$ cat config.mk
export PLATFORM = sky130hd
export DESIGN_NAME = branch_predictor
export DESIGN_NICKNAME = d
export VERILOG_FILES = /design/src/rtl/bp_pkg.sv /design/src/rtl/bp_table.sv /design/src/rtl/branch_predictor.sv
export SDC_FILE = /design/constraint.sdc
export NUM_CORES = 1
export LEC_CHECK = 0
export BUFFER_PORTS_ARGS = -buffer_cell sky130_fd_sc_hd__buf_4
export CAP_MARGIN = 20
export CORE_MARGIN = 5
export CORE_UTILIZATION = 45
export DETAILED_ROUTE_END_ITERATION = 12
export PLACE_DENSITY = 0.59
export SLEW_MARGIN = 20
export SYNTH_ARGS = -nofsm -noshare
export SYNTH_HDL_FRONTEND = slang
export SYNTH_SLANG_ARGS = --single-unit
$ cat constraint.sdc
create_clock -name clk -period 3.4 [get_ports clk]
set_input_delay 0.34 -clock clk [delete_from_list [all_inputs] [get_ports clk]]
set_output_delay 0.34 -clock clk [all_outputs]
set_load 0.02 [all_outputs]
$ cat src/rtl/bp_pkg.sv
// Shared types and helpers for the dynamic branch predictor: counter encoding,
// BTB entry layout and the saturating counter update.
package bp_pkg;

  localparam int BP_PC_W    = 9;
  localparam int BP_ENTRIES = 16;
  localparam int BP_IDX_W   = $clog2(BP_ENTRIES);
  localparam int BP_TAG_W   = BP_PC_W - BP_IDX_W - 2;

  typedef enum logic [1:0] {
    SNT = 2'd0,
    WNT = 2'd1,
    WT  = 2'd2,
    ST  = 2'd3
  } bp_ctr_e;

  typedef struct packed {
    logic                valid;
    logic [BP_TAG_W-1:0] tag;
    logic [BP_PC_W-1:0]  target;
    logic                is_jump;
    bp_ctr_e             ctr;
  } bp_entry_t;

  localparam bp_ctr_e BP_CTR_RESET = WNT;

  function automatic bp_ctr_e bp_ctr_next(input bp_ctr_e ctr, input logic taken);
    if (taken) return (ctr == ST) ? ST : bp_ctr_e'(ctr + 2'd1);
    else       return (ctr == SNT) ? SNT : bp_ctr_e'(ctr - 2'd1);
  endfunction

endpackage

$ cat src/rtl/bp_table.sv
// BTB/BHT entry array: one combinational read port for fetch lookup and one
// synchronous read-modify-write training port driven by the EX resolution.
module bp_table
  import bp_pkg::*;
#(
  parameter int ENTRIES = BP_ENTRIES,
  parameter int IDX_W   = $clog2(ENTRIES)
) (
  input  logic                clk,
  input  logic                reset,
  input  logic [IDX_W-1:0]    rd_idx,
  output bp_entry_t           rd_entry,
  input  logic                wr_en,
  input  logic [IDX_W-1:0]    wr_idx,
  input  logic [BP_TAG_W-1:0] wr_tag,
  input  logic                wr_taken,
  input  logic [BP_PC_W-1:0]  wr_target,
  input  logic                wr_is_jump
);

  localparam bp_entry_t RESET_ENTRY = '{
    valid:   1'b0,
    tag:     '0,
    target:  '0,
    is_jump: 1'b0,
    ctr:     BP_CTR_RESET
  };

  bp_entry_t mem [ENTRIES];
  bp_entry_t wr_cur;
  logic      wr_hit;

  // Read-before-write: a lookup in the training cycle sees the old entry.
  assign rd_entry = mem[rd_idx];
  assign wr_cur   = mem[wr_idx];
  assign wr_hit   = wr_cur.valid && (wr_cur.tag == wr_tag);

  // NOTE: every entry is reset because the counters must start weakly
  // not-taken; this keeps the array in flops rather than a RAM macro.
  always_ff @(posedge clk) begin
    if (reset) begin
      for (int i = 0; i < ENTRIES; i++) mem[i] <= RESET_ENTRY;
    end else if (wr_en) begin
      if (wr_hit) begin
        mem[wr_idx].ctr <= bp_ctr_next(wr_cur.ctr, wr_taken);
        if (wr_taken) begin
          mem[wr_idx].target  <= wr_target;
          mem[wr_idx].is_jump <= wr_is_jump;
        end
      end else if (wr_taken) begin
        mem[wr_idx] <= '{
          valid:   1'b1,
          tag:     wr_tag,
          target:  wr_target,
          is_jump: wr_is_jump,
          ctr:     WT
        };
      end
    end
  end

endmodule

$ cat src/rtl/branch_predictor.sv
// Dynamic branch predictor and EX-stage resolver. Optional performance
// counters are built only when BP_PERF_CNT_EN is defined.
module branch_predictor
  import bp_pkg::*;
#(
  parameter int PC_W    = BP_PC_W,
  parameter int ENTRIES = BP_ENTRIES,
  parameter int IDX_W   = $clog2(ENTRIES)
) (
  input  logic            clk,
  input  logic            reset,
  input  logic            if_valid,
  input  logic [PC_W-1:0] if_pc,
  output logic            pred_taken,
  output logic [PC_W-1:0] pred_target,
  input  logic            ex_valid,
  input  logic [PC_W-1:0] ex_pc,
  input  logic            ex_is_branch,
  input  logic            ex_is_jump,
  input  logic            ex_taken,
  input  logic [PC_W-1:0] ex_target,
  input  logic            ex_pred_taken,
  input  logic [PC_W-1:0] ex_pred_target,
  output logic            mispredict,
  output logic [PC_W-1:0] redirect_pc,
  output logic [31:0]     perf_branches,
  output logic [31:0]     perf_mispredicts
);

  localparam int TAG_W = PC_W - IDX_W - 2;

  logic [IDX_W-1:0] if_idx, ex_idx;
  logic [TAG_W-1:0] if_tag, ex_tag;
  bp_entry_t        rd_entry;
  logic             hit;
  logic             upd;
  logic             unused_if_pc_lsbs;

  assign if_idx = if_pc[IDX_W+1:2];
  assign if_tag = if_pc[PC_W-1:IDX_W+2];
  assign ex_idx = ex_pc[IDX_W+1:2];
  assign ex_tag = ex_pc[PC_W-1:IDX_W+2];

  assign unused_if_pc_lsbs = ^if_pc[1:0];

  bp_table #(
    .ENTRIES (ENTRIES),
    .IDX_W   (IDX_W)
  ) u_table (
    .clk        (clk),
    .reset      (reset),
    .rd_idx     (if_idx),
    .rd_entry   (rd_entry),
    .wr_en      (upd && !reset),
    .wr_idx     (ex_idx),
    .wr_tag     (ex_tag),
    .wr_taken   (ex_taken),
    .wr_target  (ex_target),
    .wr_is_jump (ex_is_jump)
  );

  // Outputs are forced low during reset because the array only clears on the edge.
  assign hit         = rd_entry.valid && (rd_entry.tag == if_tag);
  assign pred_taken  = !reset && if_valid && hit &&
                       (rd_entry.is_jump || (rd_entry.ctr inside {WT, ST}));
  assign pred_target = pred_taken ? rd_entry.target : '0;

  assign upd        = ex_valid && (ex_is_branch || ex_is_jump);
  assign mispredict = !reset && upd &&
                      ((ex_taken != ex_pred_taken) ||
                       (ex_taken && (ex_target != ex_pred_target)));
  assign redirect_pc = !mispredict ? '0 :
                       ex_taken    ? ex_target : ex_pc + PC_W'(4);

`ifdef BP_PERF_CNT_EN
  logic [31:0] br_cnt, mp_cnt;

  always_ff @(posedge clk) begin
    if (reset) begin
      br_cnt <= '0;
      mp_cnt <= '0;
    end else begin
      if (upd)        br_cnt <= br_cnt + 32'd1;
      if (mispredict) mp_cnt <= mp_cnt + 32'd1;
    end
  end

  assign perf_branches    = br_cnt;
  assign perf_mispredicts = mp_cnt;
`else
  assign perf_branches    = '0;
  assign perf_mispredicts = '0;
`endif

endmodule
==> qor.yml <==
status: "completed"
cts_setup_buffers: 0
die-area_um2: 34100
synth_edf_count: 240
dieWidth_um: 185
switchingPower_mw: 1.77
power_frac_comb_pct: 10.4
num_antenna_cells: 0
syn2layout_area_growth_pct: 11.8
grt_usage_pct: 20.5
clockBufferDepth: 3
io_buffer_count: 61
post-route-period-util_pct: 99.0
top_usage_layer: "met2"
grtUsageMet3_pct: 3.22
dpl_worst_slack_ns: 0.285
worst_slew_pin_slew_ns: 0.806
cts_made_buffers: 28
maxSlewViolCount: 0
grt_overflow_total: 0
syn_area_per_cell_um2: 13.1
syn_area_um2: 13700
yosys_register_bits: 256
clock_sinks: 256
die_height_um: 185
internal-power_mw: 5.91
layout-drive-gt1-share_pct: 23.6
drv_cap: 0
largest_reg_flops: 256
fin_setup_tns_ns: 0
routabilityCongestion: 0.865
drcViolationCount: 0
post_cts_resized: 0
switching_share_pct: 23.1
cp.required_ns: 3.06
wirelength_mm: 35.3
dr.first_iter.drc_count: 775
finalSetupViolations: 0
synth_cell_types: 53
clock_latency_ns: 0.54
clk_transition_reported_paths_ns: 0.06
finalCriticalPeriod_ns: 3.37
hold_slack_ns: 0.263
fin_util_pct: 50.5
max-slew-margin-rel_pct: 46.2
synth_top_cell_by_area: "edfxtp_1"
final_area_um2: 15300
hold_class: "input pin to flop"
reg_top3: "u_table.mem: 256 flops"
synth-seq-area-share_pct: 54.9
vias: 8395
largest-register: "u_table.mem"
grt_use_met2_pct: 33.1
ys_async_sr_fraction_pct: 0
place_hpwl_mm: 24.8
post_drt_wl_per_cell_um: 23.5
cp.arrival_ns: 3.03
io-pin-count: 128
fillCellCount: 2627
yosys-top-cells-area: "edfxtp_1 (53%), mux4_2 (11%), and2_1 (5.7%), buf_4 (3.7%), mux4_1 (2.5%)"
met1_usage_pct: 30.1
netlist_instances: 1049
rrSetupSlack_ns: 0.62
netlist.area_leader.share_pct: 52.5
fin_skew_ns: 0.00834
irDropWorstVdd_uv: 363
coreArea_um2: 30300
rows: 64
grt_pass1_vias: 8354
rsz0062_at_grt: "no"
root_buffer: "clkbuf_16"
fin_nets: 1134
power_frac_seq_pct: 47.6
holdBufCountCts: 0
pwr-share-clk_pct: 41.9
htree_levels: 1
cp-end-kind: "output pin"
critPathLaunchType: "flop"
placed_area_um2: 14300
cts_tree: "built"
instances_no_fill: 1504
place_inst: 1452
ys_warn_count: 0
drtAntennaViolNets: 0
cp_max_fo: 10
grt_pass1_wl_mm: 52.5
power.density_nw_per_um2: 501
p_total_mw: 7.68
grt_max_degree: 46
leakage_nw: 5.89
finalHoldViolations: 0
viasPerCell: 5.58
worst_slack_ns: 0.0331
drt-pass1-iter-count: 5
start_util_pct: 45.2
antenna_found_initial: 0
synthFlopType: "edfxtp_1"
clock.fmax_mhz: 297
crit_type: "flop to output pin"
-- cell usage after synthesis, types with 3 or more instances --
cell type,number
edfxtp_1,240
and2_1,125
nor2_1,81
clkbuf_1,74
mux4_2,68
buf_4,67
and3_1,52
nand2_1,38
nand2b_1,27
o21ai_0,25
inv_1,20
mux2i_1,20
dfxtp_1,16
nand3_1,14
nor2b_1,14
xnor2_1,14
a31o_2,13
mux4_1,13
buf_2,12
a21oi_1,10
nor2_2,10
a21o_1,9
or2_2,8
a31o_1,7
xor2_1,7
a41o_1,6
nor3_1,6
a22oi_1,5
buf_6,5
ha_1,4
nand2_2,4
nand4_1,4
buf_1,3
o211ai_1,3
-- metal layers --
| metal | vias to the layer above | wire [um] |
|---|---|---|
| met5 | - | 0 |
| met2 | 341 | 16700 |
| met1 | 4245 | 15400 |
| met3 | 31 | 2850 |
| li1 | 3778 | - |
| met4 | 0 | 417 |
-- path summary, 6_finish.rpt --
| check | start | end | cells after the start |
|---|---|---|---|
| setup / recovery | u_table.mem[5][1] | pred_target[6] | 8 |
| hold / removal | ex_target[7] | u_table.mem[5][10] | 2 |
| hold reg to reg | u_table.mem[7][15] | u_table.mem[7][15] | 2 |
| setup reg to reg | u_table.mem[14][12] | u_table.mem[5][1] | 8 |
-- power groups by stage --
| stage | clock [mW] | sequential [mW] | combinational, mW |
|---|---|---|---|
| 2_1_floorplan | 0 | 3.68 | 0.627 |
| 3_3_place_gp | 0 | 3.72 | 0.798 |
| 3_5_place_dp | 0 | 3.72 | 0.802 |
| 4_1_cts | 3.26 | 3.66 | 0.805 |
| 5_1_grt | 3.39 | 3.67 | 0.858 |
| 6_report | 3.22 | 3.66 | 0.802 |
-- kinds of logic after synthesis --
logic type,share of synthesized area (%)
AO/OA/AOI/OAI,5.07
AND/OR/NAND/NOR,15.4
other,0.0273
XOR/XNOR,1.34
adder cells (fa/ha/maj),0.365
flip-flops,54.9
multiplexers,15.3
buffers and inverters,7.64
-- cells in the final DEF (no fill, tap or decap), drive strengths merged, types with 16 or more instances in the layout --
cell type and n:
mux4 81, mux2i 21, inv 20, conb 64, and3 52, nor2 91, o21ai 25, buf 109
and2 125, nand2b 27, a31o 20, edfxtp 240, nand2 42, dfxtp 16, clkbuf 37
-- layout make-up --
class	count	area, um^2	share of cell area, %
flip-flops and latches	256	7530	49.1
multi-input cells	670	5390	35.1
repair buffers	109	856	5.58
clock buffers	37	786	5.13
well taps	396	495	3.23
clock inverters	15	196	1.28
inverters	21	78.8	0.514
-- critical path, stage by stage, from the launching register on --
cell,delay (ns)
edfxtp_1,0.47
o21ai_0,0.14
mux4_2,0.47
mux4_2,0.51
nor3b_1,0.23
nand4_1,0.12
buf_4,0.22
nor2b_1,0.17
buf_4,0.17
No activity file was read; power rests on OpenSTA's default activity.
